`src/rtl/team_06_delay_line_ctrl_if.sv`:
```
// rtl/team_06_delay_line_ctrl_if.sv - SRAM request/response port of the echo delay-line sequencer
interface team_06_delay_line_ctrl_if #(
  parameter int ADDR_W = 13
);
  logic              mem_req;
  logic              mem_we;
  logic [ADDR_W-1:0] mem_addr;
  logic [7:0]        mem_wdata;
  logic [7:0]        mem_rdata;
  logic              mem_ack;

  modport master (
    output mem_req, mem_we, mem_addr, mem_wdata,
    input  mem_rdata, mem_ack
  );

  modport slave (
    input  mem_req, mem_we, mem_addr, mem_wdata,
    output mem_rdata, mem_ack
  );
endinterface

```
`src/rtl/team_06_delay_line_ctrl.sv`:
```
// rtl/team_06_delay_line_ctrl.sv - circular delay-line writer/reader for the echo path
// Optional macro TEAM_06_FILL_GUARD_EN: skip reads that would reach locations not yet written.
module team_06_delay_line_ctrl #(
  parameter int DEPTH  = 8192,
  parameter int ADDR_W = 13
) (
  input  logic        clk,
  input  logic        rst,
  input  logic        sample_valid,
  input  logic [7:0]  save_audio,
  input  logic        search,
  input  logic [12:0] offset,
  output logic [7:0]  past_output,
  output logic        past_valid,
  output logic        busy,
  output logic        overrun,
  team_06_delay_line_ctrl_if.master mem
);

  typedef enum logic [1:0] {IDLE, WRITE, READ, DONE} state_t;

  state_t            state_q, state_d;
  logic [ADDR_W-1:0] wr_ptr_q;
  logic [ADDR_W-1:0] wr_addr_q;
  logic [ADDR_W-1:0] offset_q;
  logic [7:0]        sample_q;
  logic              search_q;
  logic              guard_ok;

  logic              req_d;
  logic              we_d;
  logic [ADDR_W-1:0] addr_d;
  logic [7:0]        wdata_d;

`ifdef TEAM_06_FILL_GUARD_EN
  // fill_q is the occupancy before the current write, since it only updates on the write ack
  logic [ADDR_W:0] fill_q;

  assign guard_ok = ({1'b0, offset_q} <= fill_q);

  always_ff @(posedge clk) begin
    if (rst) begin
      fill_q <= '0;
    end else if (state_q == WRITE && mem.mem_ack && fill_q != (ADDR_W+1)'(DEPTH)) begin
      fill_q <= fill_q + 1'b1;
    end
  end
`else
  assign guard_ok = 1'b1;
`endif

  always_comb begin
    state_d = state_q;
    case (state_q)
      IDLE:    if (sample_valid) state_d = WRITE;
      WRITE:   if (mem.mem_ack) state_d = (search_q && guard_ok) ? READ : DONE;
      READ:    if (mem.mem_ack) state_d = DONE;
      default: state_d = IDLE;
    endcase

    // Bus outputs are registered, so they are derived from the state being entered
    req_d   = 1'b0;
    we_d    = 1'b0;
    addr_d  = '0;
    wdata_d = '0;
    case (state_d)
      WRITE: begin
        req_d   = 1'b1;
        we_d    = 1'b1;
        addr_d  = (state_q == IDLE) ? wr_ptr_q : wr_addr_q;
        wdata_d = (state_q == IDLE) ? save_audio : sample_q;
      end
      READ: begin
        req_d  = 1'b1;
        addr_d = wr_addr_q - offset_q;
      end
      default: ;
    endcase
  end

  always_ff @(posedge clk) begin
    if (rst) begin
      state_q       <= IDLE;
      wr_ptr_q      <= '0;
      wr_addr_q     <= '0;
      offset_q      <= '0;
      sample_q      <= '0;
      search_q      <= 1'b0;
      past_output   <= '0;
      past_valid    <= 1'b0;
      busy          <= 1'b0;
      overrun       <= 1'b0;
      mem.mem_req   <= 1'b0;
      mem.mem_we    <= 1'b0;
      mem.mem_addr  <= '0;
      mem.mem_wdata <= '0;
    end else begin
      state_q       <= state_d;
      busy          <= (state_d != IDLE);
      past_valid    <= (state_d == DONE);
      overrun       <= sample_valid && (state_q != IDLE);
      mem.mem_req   <= req_d;
      mem.mem_we    <= we_d;
      mem.mem_addr  <= addr_d;
      mem.mem_wdata <= wdata_d;

      if (state_q == IDLE && sample_valid) begin
        sample_q  <= save_audio;
        search_q  <= search;
        offset_q  <= (32'(offset) > DEPTH - 1) ? ADDR_W'(DEPTH - 1) : ADDR_W'(offset);
        wr_addr_q <= wr_ptr_q;
      end

      if (state_q == WRITE && mem.mem_ack) begin
        wr_ptr_q <= wr_ptr_q + 1'b1;
        if (state_d == DONE) past_output <= '0;
      end

      if (state_q == READ && mem.mem_ack) begin
        past_output <= mem.mem_rdata;
      end
    end
  end

endmodule

```
`src/flat_wrapper.sv`:
```
// flat-port wrapper written by rule: the top's interface ports become plain ports
module team_06_delay_line_ctrl_flat 
#(
  parameter int DEPTH  = 8192,
  parameter int ADDR_W = 13
)
  (clk, rst, sample_valid, save_audio, search, offset, past_output, past_valid, busy, overrun, mem_mem_req, mem_mem_we, mem_mem_addr, mem_mem_wdata, mem_mem_rdata, mem_mem_ack);
  team_06_delay_line_ctrl_if #(.ADDR_W(ADDR_W)) mem_i ();
  input  logic clk;
  input  logic rst;
  input  logic sample_valid;
  input  logic [7:0] save_audio;
  input  logic search;
  input  logic [12:0] offset;
  output logic [7:0] past_output;
  output logic past_valid;
  output logic busy;
  output logic overrun;
  output wire logic [$bits(mem_i.mem_req)-1:0] mem_mem_req;
  output wire logic [$bits(mem_i.mem_we)-1:0] mem_mem_we;
  output wire logic [$bits(mem_i.mem_addr)-1:0] mem_mem_addr;
  output wire logic [$bits(mem_i.mem_wdata)-1:0] mem_mem_wdata;
  input wire logic [$bits(mem_i.mem_rdata)-1:0] mem_mem_rdata;
  input wire logic [$bits(mem_i.mem_ack)-1:0] mem_mem_ack;
  assign mem_mem_req = mem_i.mem_req;
  assign mem_mem_we = mem_i.mem_we;
  assign mem_mem_addr = mem_i.mem_addr;
  assign mem_mem_wdata = mem_i.mem_wdata;
  assign mem_i.mem_rdata = mem_mem_rdata;
  assign mem_i.mem_ack = mem_mem_ack;
  team_06_delay_line_ctrl #(.DEPTH(DEPTH), .ADDR_W(ADDR_W)) u_core (.clk(clk), .rst(rst), .sample_valid(sample_valid), .save_audio(save_audio), .search(search), .offset(offset), .past_output(past_output), .past_valid(past_valid), .busy(busy), .overrun(overrun), .mem(mem_i));
endmodule
```
`config.mk`:
```
export PLATFORM = sky130hd
export DESIGN_NAME = team_06_delay_line_ctrl_flat
export DESIGN_NICKNAME = d
export VERILOG_FILES = /design/src/rtl/team_06_delay_line_ctrl_if.sv /design/src/rtl/team_06_delay_line_ctrl.sv /design/src/flat_wrapper.sv
export SDC_FILE = /design/constraint.sdc
export NUM_CORES = 1
export LEC_CHECK = 0
export ABC_CLOCK_PERIOD_IN_PS = 7500
export BUFFER_PORTS_ARGS = -buffer_cell sky130_fd_sc_hd__buf_2
export CELL_PAD_IN_SITES_DETAIL_PLACEMENT = 1
export CELL_PAD_IN_SITES_GLOBAL_PLACEMENT = 1
export CORE_ASPECT_RATIO = 1.25
export CORE_MARGIN = 10
export CORE_UTILIZATION = 44
export CTS_CLUSTER_DIAMETER = 60
export CTS_CLUSTER_SIZE = 24
export DETAILED_ROUTE_END_ITERATION = 16
export GPL_TIMING_DRIVEN = 0
export PLACE_DENSITY = 0.95
export RECOVER_POWER = 25
export SKIP_LAST_GASP = 1
export SLEW_MARGIN = 40
export SYNTH_ARGS = -nofsm -noshare
export SYNTH_HDL_FRONTEND = slang
export SYNTH_SLANG_ARGS = --single-unit
export TNS_END_PERCENT = 50
```
`constraint.sdc`:
```
create_clock -name clk -period 7.5 [get_ports clk]
set_input_delay 0.375 -clock clk [delete_from_list [all_inputs] [get_ports clk]]
set_output_delay 0.375 -clock clk [all_outputs]
set_load 0.005 [all_outputs]
```
==> flow_summary_export.csv <==
group,metric,value,unit
route,ant_nets,0,
sta,holdWs,0.232,ns
power,p_comb_frac,0.162,
sta,hold_violations,0,
setup_path,path_class,"reg2reg",
route,route.met2.wl,6560,um
die,fp-row-count,37,
clocking,cts_hold_buf,0,
sta,fin_worst_skew,0.0141,ns
yosys,synth_nets,513,
global_routing,grt_max_degree,17,
yosys,synth-edff-count,0,
yosys,synth_mux_area_frac,0.0108,
sta,drv_slew,0,
placement,numPortBuffers,66,
power,clkPwrFrac,0.333,
setup_path,r2r_slack,4.14,ns
final_layout,syn_to_final_growth,16.4,%
setup_path,crit_required,7.77,ns
setup_path,startpoint,"u_core.state_q[1]$_SDFF_PP0_",
route,dr.max_layer_used,"met4",
yosys,synthAdderAreaFrac,0.0628,
yosys,synth_flop_cell,"dfxtp_1",
yosys,synth_top_area_frac,0.454,
power,ir_drop,102,uV
sta,timing.final.crit_period,3.36,ns
placement,place_congestion,0.888,
sta,tns,0,ns
route,wl_per_cell,18.8,um
clocking,clockBufferDepth,2,
global_routing,antenna_found_initial,0,
final_layout,final_cell_mix,"nand2_1, dfxtp_1, a21oi_1",
outcome,status,"complete, no violations",
route,drtPass1Iterations,4,
flow_run,max_cap_viol_count,0,
sta,setup_viol,0,
yosys,synth_xor_area_frac,0.0331,
route,vias,3595,
final_layout,antenna_cells,0,
global_routing,grt_pass1_wl,18800,um
clocking,clk_pin_slew,0.09,ns
route,routedLengthMet1,4470,um
global_routing,grt_pass1_vias,3858,
yosys,syn-instance-count,461,
final_layout,fill_cells,1067,
die,initial_utilization,0.450,
final_layout,finalNetCount,590,
sta,slew_headroom,0.564,
setup_path,timing.rr.end,"u_core.mem.mem_addr[8]$_SDFF_PP0_",
clocking,cts_tree,"built",
die,core_area,0.00824,mm^2
min_path,holdPathEnd,"u_core.offset_q[1]$_SDFFE_PP0P_",
setup_path,r2r-start,"u_core.state_q[1]$_SDFF_PP0_",
yosys,ys_warn_count,0,
setup_path,r2r_cells,11,
clocking,cts_buffers,9,
yosys,synth_seq_cells,84,
power,power.internal,0.640,mW
global_routing,grt_overflow,0,
die,fp.dieH,123,um
die,die_w,102,um
clocking,clock_latency,0.38,ns
power,swShare,0.317,
clocking,postCtsSetupBuffers,0,
yosys,synthTopCellsByArea,"dfxtp_1, nand2_1, a21oi_1",
clocking,clock-root-buffer,"clkbuf_8",
route,met3_length,639,um
yosys,netlist_area,0.00371,mm^2
die,design.die.area,0.0125,mm^2
yosys,synth_top_family_by_area,"simple AND/OR/NAND/NOR gates",
min_path,holdCritPathClass,"in2reg",
final_layout,layout_commonest_cell,"nand2_1",
route,drtIter0Drc,158,
final_layout,layout.area.seq,0.00168,mm^2
sta,max_freq,298,MHz
clocking,clkSinkCount,84,
yosys,ys_types,43,
yosys,synth_area_per_cell,8.04,um^2
power,powerDensity,217,mW/mm^2
setup_path,cp-start-kind,"flop",
yosys,synth_simple_gate_area_frac,0.214,
yosys,synth-compound-area-share,0.184,
setup_path,end_kind,"flop",
final_layout,drive_above_1_share,0.122,
setup_path,worstPathMaxFanout,10,
sta,min_period_over_period,0.448,
min_path,min_from,"offset[1]",
die,ios,68,
sta,worst_slew_pin_slew,0.654,ns
clocking,h-tree-depth,3,
sta,rsz0062_at_grt,"false",
route,avgViaCountPerCell,5.62,
setup_path,arrival,3.63,ns
route,drc,0,
yosys,yosysSeqAreaShare,0.454,
power,p_switching,0.297,mW
placement,dpl.hpwl,8870,um
power,p_seq_frac,0.505,
clocking,post_cts_resized,0,
power,p_leak,1.71,nW
yosys,synth_top_area_cell,"dfxtp_1",
final_layout,multi_input_area,0.00187,mm^2
min_path,hold_depth,3,
yosys,synth-async-reset-ratio,0,
route,routed_wl,12000,um
global_routing,grt_usage,0.190,
[per-stage QoR]
stage          power, mW  cell area (um^2)  utilization  setup WS, ns  std cells
2_1_floorplan      0.576              3710            -          5.06        461
6_report           0.937              4310        0.524          4.14        640
3_5_place_dp       0.632              4160        0.505          4.22        624
4_1_cts            0.940              4340        0.527          4.16        640
3_3_place_gp       0.623              4160        0.505          4.41        624
5_1_grt            0.973              4310        0.524          3.92        640
[registers in the layout, summed over array words and instances (netlist names)]
| register | cells |
|---|---|
| u_core.mem.mem_addr | 13 |
| u_core.search_q | 1 |
| u_core.busy | 1 |
| u_core.sample_q | 8 |
| u_core.past_valid | 1 |
| u_core.wr_addr_q | 13 |
| u_core.overrun | 1 |
| u_core.wr_ptr_q | 13 |
| u_core.offset_q | 13 |
| u_core.mem.mem_wdata | 8 |
| u_core.state_q | 2 |
| u_core.mem.mem_req | 1 |
| u_core.mem.mem_we | 1 |
| u_core.past_output | 8 |
[area by class of cell]
cell class,instances,area share
multi-input cells,336,0.434
flip-flops and latches,84,0.390
repair buffers,66,0.0705
clock buffers,9,0.0287
well taps,97,0.0281
plain buffers,21,0.0183
inverters,20,0.0174
clock inverters,7,0.0133
[power by group through the flow]
stage               combinational (mW)  sequential (mW)  clock, mW
detailed placement               0.148            0.484          0
global placement                 0.141            0.482          0
floorplan                       0.0929            0.483          0
finish                           0.151            0.474      0.312
CTS                              0.153            0.474      0.314
global route                     0.168            0.475      0.330
[worst max-delay path, cell delays in order, from the launching register on]
cell      delay (ns)
dfxtp_1         0.39
or2_2           0.33
clkbuf_1        0.28
o21ai_0         0.54
inv_1           0.15
ha_1            0.37
nand2b_1        0.12
clkbuf_1        0.35
inv_1           0.13
nand2_1         0.28
a21oi_1         0.10
a31o_1          0.21
[cells by family (layout without fill, tap and decap cells)]
kind of cell	count (synthesis)	after routing
buf+inv	41	123
xor+xnor	14	14
fa+ha+maj	18	18
flops	84	84
compound gates	113	113
simple gates	187	187
mux	4	4
[worst max path at each step]
stage / depth (start not counted) / endpoint / slack, ns
after floorplan: 11 / u_core.mem.mem_addr[11]$_SDFF_PP0_ / 5.06
after global placement: 11 / u_core.mem.mem_addr[8]$_SDFF_PP0_ / 4.41
after detailed placement: 11 / u_core.mem.mem_addr[9]$_SDFF_PP0_ / 4.22
after CTS: 11 / u_core.mem.mem_addr[8]$_SDFF_PP0_ / 4.16
after global routing: 11 / u_core.mem.mem_addr[8]$_SDFF_PP0_ / 3.92
final: 11 / u_core.mem.mem_addr[8]$_SDFF_PP0_ / 4.14
[routing by layer]
layer / track usage / up-vias
li1: - / 1706
met2: 0.349 / 104
met5: 0 / -
met3: 0.0382 / 33
met4: 0.0981 / 0
met1: 0.200 / 1752
[cells in the mapped netlist, drive strengths merged, types with 3 or more instances]
cell	number
mux2i	4
xnor2	5
xor2	9
dfxtp	84
nor2	28
nor3	4
or3	4
a211oi	3
and3	3
nand2	121
a31o	3
ha	17
nor2b	5
clkbuf	21
a22oi	9
o21a	5
a21oi	62
o21ai	11
a21o	6
nand3	5
o211ai	3
inv	20
nand4	5
(Power assumes the default switching activity.)
